## config.mk

```make
export PLATFORM = sky130hd
export DESIGN_NAME = dap_swo_uart_rx
export DESIGN_NICKNAME = d
export VERILOG_FILES = /design/src/rtl/dap_swo_pkg.sv /design/src/rtl/swo_byte_fifo.sv /design/src/rtl/dap_swo_uart_rx.sv
export SDC_FILE = /design/constraint.sdc
export NUM_CORES = 1
export LEC_CHECK = 0
export ABC_AREA = 0
export BUFFER_PORTS_ARGS = -buffer_cell sky130_fd_sc_hd__buf_2
export CAP_MARGIN = 20
export CORE_MARGIN = 8
export CORE_UTILIZATION = 56
export CTS_CLUSTER_DIAMETER = 30
export CTS_CLUSTER_SIZE = 24
export DETAILED_ROUTE_END_ITERATION = 10
export HOLD_SLACK_MARGIN = 0.12
export PLACE_DENSITY = 0.77
export SLEW_MARGIN = 40
export SYNTH_ARGS = -nofsm -noshare
export SYNTH_HDL_FRONTEND = slang
export SYNTH_SLANG_ARGS = --single-unit
```

## constraint.sdc

```tcl
create_clock -name clk -period 3.2 [get_ports clk]
set_input_delay 0.96 -clock clk [delete_from_list [all_inputs] [get_ports clk]]
set_output_delay 0.96 -clock clk [all_outputs]
set_load 0.02 [all_outputs]
```

## src/rtl/dap_swo_pkg.sv

```systemverilog
// rtl/dap_swo_pkg.sv - shared constants and types for the SWO UART receiver
package dap_swo_pkg;

  // Register word offsets from BASE_ADDR
  localparam int unsigned REG_CR     = 0;
  localparam int unsigned REG_STATUS = 1;
  localparam int unsigned REG_DATA   = 2;

  // STATUS bit positions
  localparam int unsigned STAT_OVF_BIT  = 16;
  localparam int unsigned STAT_FERR_BIT = 17;
  localparam int unsigned STAT_BUSY_BIT = 18;

  // Receiver state encoding
  localparam logic [1:0] ST_IDLE_ENC  = 2'd0;
  localparam logic [1:0] ST_START_ENC = 2'd1;
  localparam logic [1:0] ST_DATA_ENC  = 2'd2;
  localparam logic [1:0] ST_STOP_ENC  = 2'd3;

  typedef enum logic [1:0] {
    S_IDLE  = ST_IDLE_ENC,
    S_START = ST_START_ENC,
    S_DATA  = ST_DATA_ENC,
    S_STOP  = ST_STOP_ENC
  } rx_state_t;

  // Smallest usable bit divider; below this the half-bit start delay collapses
  localparam logic [15:0] MIN_DIV = 16'd3;

  function automatic logic [15:0] eff_div(input logic [15:0] baud_div);
    return (baud_div < MIN_DIV) ? MIN_DIV : baud_div;
  endfunction

endpackage

```

## src/rtl/swo_byte_fifo.sv

```systemverilog
// rtl/swo_byte_fifo.sv - single-clock byte FIFO with flush and occupancy count
module swo_byte_fifo #(
  parameter int DEPTH = 64
) (
  input  logic                   clk,
  input  logic                   resetn,
  input  logic                   i_push,
  input  logic [7:0]             i_push_data,
  input  logic                   i_pop,
  input  logic                   i_flush,
  output logic                   o_full,
  output logic                   o_empty,
  output logic                   o_not_empty,
  output logic [$clog2(DEPTH):0] o_count,
  output logic [7:0]             o_head
);

  localparam int AW = $clog2(DEPTH);
  localparam int CW = AW + 1;

  logic [7:0]    r_mem [DEPTH];
  logic [AW-1:0] r_wr_ptr;
  logic [AW-1:0] r_rd_ptr;
  logic [CW-1:0] r_count;
  logic          r_not_empty;

  logic          w_pop_ok;
  logic          w_push_ok;
  logic [CW-1:0] w_count_next;

  assign o_full      = (r_count == CW'(DEPTH));
  assign o_empty     = (r_count == '0);
  assign o_not_empty = r_not_empty;
  assign o_count     = r_count;
  assign o_head      = r_mem[r_rd_ptr];

  // A full FIFO still takes a push when a pop frees the head slot in the same cycle
  assign w_pop_ok  = i_pop && !o_empty;
  assign w_push_ok = i_push && (!o_full || w_pop_ok);

  // Next occupancy; simultaneous push and pop cancel out
  always_comb begin
    w_count_next = r_count;
    if (w_push_ok && !w_pop_ok) begin
      w_count_next = r_count + 1'b1;
    end else if (w_pop_ok && !w_push_ok) begin
      w_count_next = r_count - 1'b1;
    end
  end

  // Storage array, written on accepted pushes unless a flush is in progress
  always_ff @(posedge clk) begin
    if (w_push_ok && !i_flush) begin
      r_mem[r_wr_ptr] <= i_push_data;
    end
  end

  // Pointers and count; flush has priority over any push or pop
  always_ff @(posedge clk or negedge resetn) begin
    if (!resetn) begin
      r_wr_ptr    <= '0;
      r_rd_ptr    <= '0;
      r_count     <= '0;
      r_not_empty <= 1'b0;
    end else if (i_flush) begin
      r_wr_ptr    <= '0;
      r_rd_ptr    <= '0;
      r_count     <= '0;
      r_not_empty <= 1'b0;
    end else begin
      if (w_push_ok) begin
        r_wr_ptr <= r_wr_ptr + 1'b1;
      end
      if (w_pop_ok) begin
        r_rd_ptr <= r_rd_ptr + 1'b1;
      end
      r_count     <= w_count_next;
      r_not_empty <= (w_count_next != '0);
    end
  end

endmodule

```

## src/rtl/dap_swo_uart_rx.sv

```systemverilog
// rtl/dap_swo_uart_rx.sv - oversampling 8N1 SWO receiver with register-mapped FIFO
module dap_swo_uart_rx
  import dap_swo_pkg::*;
#(
  parameter int          ADDRWIDTH  = 12,
  parameter int unsigned BASE_ADDR  = 0,
  parameter int          FIFO_DEPTH = 64
) (
  input  logic                 clk,
  input  logic                 resetn,
  input  logic                 ahb_write_en,
  input  logic                 ahb_read_en,
  input  logic [ADDRWIDTH-1:0] ahb_addr,
  input  logic [31:0]          ahb_wdata,
  input  logic [3:0]           ahb_byte_strobe,
  output logic [31:0]          ahb_rdata,
  input  logic                 swo_i,
  output logic                 swo_data_avail
);

  localparam int CW = $clog2(FIFO_DEPTH) + 1;
  localparam logic [ADDRWIDTH-1:0] BASE_A = ADDRWIDTH'(BASE_ADDR);
  localparam logic [ADDRWIDTH-3:0] BASE_W = BASE_A[ADDRWIDTH-1:2];

  logic            r_swo_meta;
  logic            r_swo_sync;
  logic            r_en;
  logic [15:0]     r_baud_div;
  logic            r_ovf;
  logic            r_ferr;
  rx_state_t       r_state;
  rx_state_t       w_state_next;
  logic [15:0]     r_timer;
  logic [2:0]      r_bit_idx;
  logic [7:0]      r_shift;
  logic            r_armed;

  logic [ADDRWIDTH-3:0] w_word_ofs;
  logic            w_sel_cr;
  logic            w_sel_status;
  logic            w_sel_data;
  logic [15:0]     w_div;
  logic            w_expire;
  logic            w_load_half;
  logic            w_load_full;
  logic            w_shift_en;
  logic            w_push_req;
  logic            w_ferr_set;
  logic            w_armed_clr;
  logic            w_flush;
  logic            w_pop;
  logic            w_stat_wr;
  logic            w_ovf_set;
  logic            w_fifo_full;
  logic            w_fifo_empty;
  logic            w_fifo_not_empty;
  logic [CW-1:0]   w_fifo_count;
  logic [7:0]      w_fifo_head;
  logic            w_unused_inputs;

  assign w_unused_inputs = &{1'b0, ahb_addr[1:0], ahb_wdata[15:2], ahb_byte_strobe[1]};

  assign w_word_ofs   = ahb_addr[ADDRWIDTH-1:2] - BASE_W;
  assign w_sel_cr     = (w_word_ofs == (ADDRWIDTH-2)'(REG_CR));
  assign w_sel_status = (w_word_ofs == (ADDRWIDTH-2)'(REG_STATUS));
  assign w_sel_data   = (w_word_ofs == (ADDRWIDTH-2)'(REG_DATA));

  assign w_div    = eff_div(r_baud_div);
  assign w_expire = (r_timer == '0);

  assign w_flush   = ahb_write_en && w_sel_cr && ahb_byte_strobe[0] && ahb_wdata[1];
  assign w_pop     = ahb_read_en && w_sel_data && !w_fifo_empty;
  assign w_stat_wr = ahb_write_en && w_sel_status && ahb_byte_strobe[2];
  assign w_ovf_set = w_push_req && w_fifo_full && !w_pop && !w_flush;

  assign swo_data_avail = w_fifo_not_empty;

  // Two-flop synchroniser; idles high so reset does not look like a start bit
  always_ff @(posedge clk or negedge resetn) begin
    if (!resetn) begin
      r_swo_meta <= 1'b1;
      r_swo_sync <= 1'b1;
    end else begin
      r_swo_meta <= swo_i;
      r_swo_sync <= r_swo_meta;
    end
  end

  // Control register; FLUSH is not stored, it acts only during the write cycle
  always_ff @(posedge clk or negedge resetn) begin
    if (!resetn) begin
      r_en       <= 1'b0;
      r_baud_div <= '0;
    end else if (ahb_write_en && w_sel_cr) begin
      if (ahb_byte_strobe[0]) r_en             <= ahb_wdata[0];
      if (ahb_byte_strobe[2]) r_baud_div[7:0]  <= ahb_wdata[23:16];
      if (ahb_byte_strobe[3]) r_baud_div[15:8] <= ahb_wdata[31:24];
    end
  end

  // Sticky error flags; a new event in the clearing cycle keeps the flag set
  always_ff @(posedge clk or negedge resetn) begin
    if (!resetn) begin
      r_ovf  <= 1'b0;
      r_ferr <= 1'b0;
    end else begin
      if (w_ovf_set)                       r_ovf <= 1'b1;
      else if (w_stat_wr && ahb_wdata[16]) r_ovf <= 1'b0;
      if (w_ferr_set)                       r_ferr <= 1'b1;
      else if (w_stat_wr && ahb_wdata[17])  r_ferr <= 1'b0;
    end
  end

  // Receiver state register
  always_ff @(posedge clk or negedge resetn) begin
    if (!resetn) r_state <= S_IDLE;
    else         r_state <= w_state_next;
  end

  // Receiver next-state and per-cycle actions
  always_comb begin
    w_state_next = r_state;
    w_load_half  = 1'b0;
    w_load_full  = 1'b0;
    w_shift_en   = 1'b0;
    w_push_req   = 1'b0;
    w_ferr_set   = 1'b0;
    w_armed_clr  = 1'b0;
    if (!r_en) begin
      w_state_next = S_IDLE;
    end else begin
      case (r_state)
        S_IDLE: begin
          if (r_armed && !r_swo_sync) begin
            w_state_next = S_START;
            w_load_half  = 1'b1;
          end
        end
        S_START: begin
          if (w_expire) begin
            if (!r_swo_sync) begin
              w_state_next = S_DATA;
              w_load_full  = 1'b1;
            end else begin
              w_state_next = S_IDLE;
            end
          end
        end
        S_DATA: begin
          if (w_expire) begin
            w_shift_en  = 1'b1;
            w_load_full = 1'b1;
            if (r_bit_idx == 3'd7) w_state_next = S_STOP;
          end
        end
        S_STOP: begin
          if (w_expire) begin
            w_state_next = S_IDLE;
            if (r_swo_sync) begin
              w_push_req = 1'b1;
            end else begin
              w_ferr_set  = 1'b1;
              w_armed_clr = 1'b1;
            end
          end
        end
        default: w_state_next = S_IDLE;
      endcase
    end
  end

  // Bit timer, bit index, shift register and re-arm flag after a framing error
  always_ff @(posedge clk or negedge resetn) begin
    if (!resetn) begin
      r_timer   <= '0;
      r_bit_idx <= '0;
      r_shift   <= '0;
      r_armed   <= 1'b0;
    end else begin
      if (w_load_half)         r_timer <= w_div >> 1;
      else if (w_load_full)    r_timer <= w_div;
      else if (!w_expire)      r_timer <= r_timer - 1'b1;

      if (r_state != S_DATA)   r_bit_idx <= '0;
      else if (w_shift_en)     r_bit_idx <= r_bit_idx + 1'b1;

      if (w_shift_en)          r_shift[r_bit_idx] <= r_swo_sync;

      if (w_armed_clr)         r_armed <= 1'b0;
      else if (r_swo_sync)     r_armed <= 1'b1;
    end
  end

  // Register read mux; unmapped addresses read as X
  always_comb begin
    ahb_rdata = 'x;
    if (w_sel_cr) begin
      ahb_rdata = {r_baud_div, 15'b0, r_en};
    end else if (w_sel_status) begin
      ahb_rdata = {13'b0, (r_state != S_IDLE), r_ferr, r_ovf, 16'(w_fifo_count)};
    end else if (w_sel_data) begin
      ahb_rdata = w_fifo_empty ? 32'h0 : {23'b0, 1'b1, w_fifo_head};
    end
  end

  swo_byte_fifo #(
    .DEPTH (FIFO_DEPTH)
  ) u_fifo (
    .clk         (clk),
    .resetn      (resetn),
    .i_push      (w_push_req),
    .i_push_data (r_shift),
    .i_pop       (w_pop),
    .i_flush     (w_flush),
    .o_full      (w_fifo_full),
    .o_empty     (w_fifo_empty),
    .o_not_empty (w_fifo_not_empty),
    .o_count     (w_fifo_count),
    .o_head      (w_fifo_head)
  );

endmodule

```

==> out/results.tsv, run 1 <==
metric	value	unit
status	complete, but fails checks	
violations	negative setup slack	
synth_compound_area_share	1.77	%
nNetsFinal	1602	
yosys_most_used_dff	edfxtp_1	
clock_path_buffers	3	
final_cell_mix	512 x edfxtp_1, 161 x mux4_2, 145 x buf_4, 119 x nor2_1, 110 x clkbuf_16	
min_path_type	in -> async	
grt_start_max_net_pins	66	
irDropWorstVdd	0.429	mV
avgSynthCellArea	18.9	um^2
core	0.0420	mm^2
grt_usage	24.6	%
power.leakage	11.5	nW
synth_edf_count	512	
first_iter_violations	1800	
grt-ovfl-total	0	
ys_types	53	
io_buffers	61	
clk_pin_slew	0.05	ns
cts-root-buf	clkbuf_16	
end_kind	primary output	
drtAntennaViolNets	0	
synth_xor_area_share	0.990	%
initial_core_util	56.8	%
yosys.area_share.simple	5.63	%
final_area	0.0302	mm^2
slew_headroom	45.5	%
power_density	663	mW/mm^2
die_x	223	um
viasPerCell	6.50	
critPathArrivalTime	3.33	ns
final_common_cell	edfxtp_1	
synthMuxAreaShare	17.4	%
vias	14100	
fin_crit_sh	134	%
clk_latency	0.66	ns
final_hold_viol_count	0	
crit_type	reg -> out	
critPathLaunchType	register	
swShare	22.6	%
rows	75	
dieArea	0.0495	mm^2
p_switching	0.00452	W
setup_slack	-1.09	ns
routed_wl	62300	um
p_clk_share	55.2	%
setup_viol	22	
synth_fa_ha_area_share	0.681	%
synth-seq-cells	583	
maxSlewViolCount	0	
tns	-8.78	ns
numCtsBuffers	105	
syn_to_final_growth	26.2	%
crit_fanout	5	
ctsHoldBuffers	0	
avgRoutedWirePerCell	28.8	um
whs	0.356	ns
synth_cells	1263	
rsz0062_at_grt	yes	
antenna_found_initial	1	
max-cap-violations	0	
cts.htree.levels	3	
dr.pass1.iters	5	
syn_area	0.0239	mm^2
drc_errors	0	
layout-drive-gt1-share	41.1	%
synth_warnings	0	
pwr-share-comb	2.8	%
place_congestion	0.845	
ys_seq_area_share	71.8	%
place_hpwl	32800	um
placed_cell_area	0.0259	mm^2
cts_tree	yes	
synth_top_family_by_area	multiplexers	
diodes	0	
dieHeight	223	um
finalCriticalPeriod	4.29	ns
ys_async_sr_fraction	12.2	%
grt_pass1_wl	91800	um
clock-sinks	583	
seq_power_share	42.0	%
clock_skew	0.0311	ns
fmax	233	MHz
tightest_slew	0.818	ns
grt_pass1_vias	14500	
required	2.24	ns
p_int	0.0155	W
floorplan.io_pins	86	
## metal layers
| metal | part of all wire (%) | GRT usage, % |
|---|---|---|
| met1 | 36 | 31.3 |
| met2 | 51 | 41.2 |
| met3 | 9.8 | 5.36 |
| met4 | 3.5 | 9.52 |
| met5 | 0.021 | 0 |
## cell type report
class	instances	area [um^2]
inverter	11	43.8
clock inverter	84	846
fill	2291	11900
sequential	583	17200
tap	539	674
timing repair buffer	236	2150
clock buffer	114	2720
multi-input combinational	599	6530
## path summary, 6_finish.rpt
path	end	slack, ns	from	cells past startpoint
max in group asynchronous	r_swo_sync	2.11	resetn	2
min reg2reg	r_swo_sync	0.36	r_swo_meta	0
max	ahb_rdata[3]	-1.09	u_fifo.r_rd_ptr[0]	9
max reg2reg	u_fifo.r_mem[5][7]	0.24	r_timer[0]	11
min in group clk	r_swo_sync	0.36	r_swo_meta	0
min	r_timer[8]	0.36	resetn	1
## sequential cells by signal (all words and copies together), names as in the netlist
register and flops:
r_shift 8, u_fifo.r_mem 512, r_ferr 1, r_swo_meta 1, u_fifo.r_rd_ptr 6, u_fifo.o_count 7
r_swo_sync 1, r_en 1, r_armed 1, r_timer 16, u_fifo.o_not_empty 1, u_fifo.r_wr_ptr 6
r_state 2, r_baud_div 16, r_ovf 1, r_bit_idx 3
## critical path, stage by stage (launching register included)
cell,delay (ns)
dfrtp_4,0.51
buf_12,0.15
buf_12,0.13
buf_16,0.14
mux4_2,0.47
mux4_2,0.57
mux2_4,0.32
a22oi_2,0.17
o21ai_2,0.10
buf_6,0.14
## cell usage after synthesis (all sizes together), types with 6 or more instances
| library cell | number | area share [%] |
|---|---|---|
| nand4 | 9 | 0.24 |
| clkbuf | 37 | 0.58 |
| nand3 | 30 | 0.63 |
| edfxtp | 512 | 64 |
| mux4 | 161 | 15 |
| xnor2 | 14 | 0.51 |
| a22oi | 7 | 0.22 |
| mux2i | 14 | 0.59 |
| and2 | 16 | 0.42 |
| xor2 | 13 | 0.48 |
| nor2 | 121 | 1.9 |
| and4 | 6 | 0.22 |
| nor3 | 10 | 0.21 |
| nor2b | 11 | 0.29 |
| nand2 | 36 | 0.57 |
| ha | 13 | 0.68 |
| inv | 11 | 0.17 |
| a31oi | 12 | 0.31 |
| nor4 | 10 | 0.29 |
| o21ai | 14 | 0.29 |
| mux2 | 34 | 1.6 |
| a21oi | 15 | 0.31 |
| dfrtp | 69 | 7.2 |
| buf | 39 | 1.0 |
## through the flow
stage	utilization [%]	instances	setup slack, ns	power, W
floorplan	-	1269	-0.0355	0.00890
global placement	61.7	1948	-0.384	0.00904
detailed placement	61.7	1948	-0.402	0.00905
CTS	71.1	2159	-1.09	0.0201
global route	71.7	2166	-1.11	0.0205
finish	71.7	2166	-1.09	0.0200
## kinds of logic (layout without fill, tap and decap cells)
family / after synthesis / after routing
other: 1 / 7
buffers and inverters: 87 / 445
AOI/OAI and AO/OA: 66 / 66
DFF: 583 / 583
adders and majority gates: 13 / 13
xor gates and xnor gates: 27 / 27
muxes: 209 / 209
and+or+nand+nor: 277 / 277
## repair_timing
item / 4_1_cts / 5_1_grt
buffers inserted: 7 / 4
gates resized for setup: 35 / 57
gates cloned: 6 / 4
setup endpoints to repair: 22 / 33
pin swaps: 4 / 8
## power by group through the flow
stage	Clock [W]	Sequential (W)	Combinational, W
after CTS	0.0111	0.00839	0.000558
after global placement	0	0.00853	0.000504
final	0.0110	0.00840	0.000570
after floorplan	0	0.00851	0.000387
after global routing	0.0115	0.00841	0.000631
after detailed placement	0	0.00854	0.000516
No activity file was read; power rests on OpenSTA's default activity.
==> run 2: changes to the inputs <==
- CORE_ASPECT_RATIO: default -> 1.5
- CORE_UTILIZATION: 56 -> 40
- PLACE_DENSITY: 0.77 -> 0.59
- SETUP_SLACK_MARGIN: default -> 0.1
==> out/results.tsv, run 2 (synthesized netlist as in run 1, its figures left out) <==
metric	value	unit
diodes	0	
clk_pin_slew	0.06	ns
fmax	236	MHz
rr_startpoint	r_timer[0]	
multi_input_area	0.00668	mm^2
grt-ovfl-total	0	
antenna_found_initial	0	
min_path_type	in -> async	
largest_register_ffs	512	
floorplan.io_pins	86	
num-fill-cells	4712	
rows	109	
end_kind	primary output	
critPathArrivalTime	3.27	ns
clock_path_buffers	3	
finalCriticalPeriod	4.23	ns
cp-startpoint	u_fifo.r_rd_ptr[0]	
irDropWorstVdd	0.377	mV
cp.buffers_inverters	4	
numCtsBuffers	79	
p_total	0.0181	W
timing.rr.end	u_fifo.o_not_empty	
syn_to_final_growth	25.7	%
final_cell_mix	512 x edfxtp_1, 161 x mux4_2, 151 x buf_4, 97 x nor2_1, 80 x clkbuf_16	
dieHeight	315	um
nNetsFinal	1590	
dieArea	0.0680	mm^2
grt_pass1_vias	13600	
cp_slowest_cell	mux4_2	
grt_start_max_net_pins	66	
dr.pass1.iters	5	
crit_top_cell	mux4_2	
place_congestion	0.863	
final_hold_viol_count	0	
required	2.24	ns
crit_type	reg -> out	
grt_use_met2	30.9	%
routed_wl	57500	um
grt.met1_usage	19.6	%
die_x	216	um
io_buffers	61	
avgRoutedWirePerCell	24.3	um
grt_usage	17.0	%
grt_busiest_layer	met2	
endpoint	ahb_rdata[7]	
setup_slack	-1.03	ns
path_depth	8	
tightest_slew	0.793	ns
crit_fanout	6	
use_met3	2.77	%
final_util	50.9	%
grt_pass1_wl	86700	um
power.leakage	11.2	nW
core	0.0591	mm^2
cts_tree	yes	
max_stage_delay	0.53	ns
cts-root-buf	clkbuf_16	
status	complete, but fails checks	
clock_skew	0.0260	ns
ctsHoldBuffers	0	
violations	negative setup slack	
viasPerCell	5.39	
slew_headroom	47.2	%
r2r_slack	0.31	ns
reg.largest.list	u_fifo.r_mem: 512 flops, r_baud_div: 16 flops, r_timer: 16 flops	
initial_core_util	40.5	%
clock-sinks	583	
placedCellCount	2193	
fin_crit_sh	132	%
drc_errors	0	
regMostFlops	u_fifo.r_mem	
layoutNonFillerInstCount	2365	
place_hpwl	37900	um
setup_viol	19	
layout-drive-gt1-share	41.7	%
cts.htree.levels	3	
vias	12700	
clk_latency	0.61	ns
drtAntennaViolNets	0	
crit_family	multiplexers	
power_density	603	mW/mm^2
first_iter_violations	869	
critPathLaunchType	register	
path_cells	buf_12, buf_12, buf_8, mux4_2, mux4_2, mux4_2, nor2b_4, buf_6	
rsz0062_at_grt	yes	
final_common_cell	edfxtp_1	
max-cap-violations	0	
worstRegToRegCells	10	
maxSlewViolCount	0	
regArea	0.0172	mm^2
run 2: cell types whose count changed in the layout (fill, tap and decap cells not counted), moves of 5 or more:
| cell | before | now |
|---|---|---|
| buf_2 | 38 | 32 |
| clkbuf_16 | 110 | 80 |
| clkinv_1 | 12 | 5 |
| buf_12 | 13 | 32 |
| clkinv_4 | 14 | 9 |
| nor2_1 | 119 | 97 |
| nor2_4 | 1 | 14 |
| clkinv_2 | 11 | 5 |
| inv_6 | 22 | 14 |
| nor2_2 | 1 | 10 |
| buf_16 | 7 | 2 |
| buf_4 | 145 | 151 |
run 2: through the flow:
| step | area [um^2] | hold WS (ns) | setup WS [ns] | setup TNS [ns] |
|---|---|---|---|---|
| 2_1_floorplan | 24300 | 0.345 | -0.0133 | -0.671 |
| 3_3_place_gp | 26700 | 0.351 | -0.417 | -9.15 |
| 3_5_place_dp | 26700 | 0.350 | -0.433 | -11.95 |
| 4_1_cts | 29900 | 0.346 | -1.06 | -8.34 |
| 5_1_grt | 30000 | 0.386 | -1.09 | -10.0 |
| 6_report | 30000 | 0.364 | -1.03 | -8.40 |
run 2: layout make-up:
class	instances	share of cell area (%)
repair buffers	250	7.88
clock buffers	83	6.70
multi-input cells	599	22.2
flip-flops and latches	583	57.2
inverters	11	0.146
clock inverters	62	2.60
well taps	777	3.24
run 2: per-layer routing:
| layer | part of all wire [%] | wire [um] |
|---|---|---|
| met5 | 0 | 0 |
| met4 | 3.6 | 2090 |
| met3 | 4.2 | 2390 |
| met2 | 54 | 31100 |
| met1 | 38 | 22000 |
run 2: power breakdown:
part / switching (W) / internal [W] / total (W)
clock: 0.00355 / 0.00561 / 0.00916
sequential: 0.000126 / 0.00827 / 0.00839
combinational: 0.000285 / 0.000284 / 0.000569
run 2: what timing repair did:
action	4_1_cts	5_1_grt
setup buffers	14	10
cloned	3	0
setup endpoints to repair	20	25
resized for setup	70	23
pin swaps	3	4
run 2: worst min-delay path by stage:
stage,depth (start not counted),end,startpoint,slack [ns]
6_report,2,r_baud_div[7],resetn,0.36
4_1_cts,2,r_baud_div[7],resetn,0.35
2_1_floorplan,0,r_swo_sync,r_swo_meta,0.35
3_5_place_dp,0,r_swo_sync,r_swo_meta,0.35
3_3_place_gp,0,r_swo_sync,r_swo_meta,0.35
5_1_grt,2,r_baud_div[7],resetn,0.39
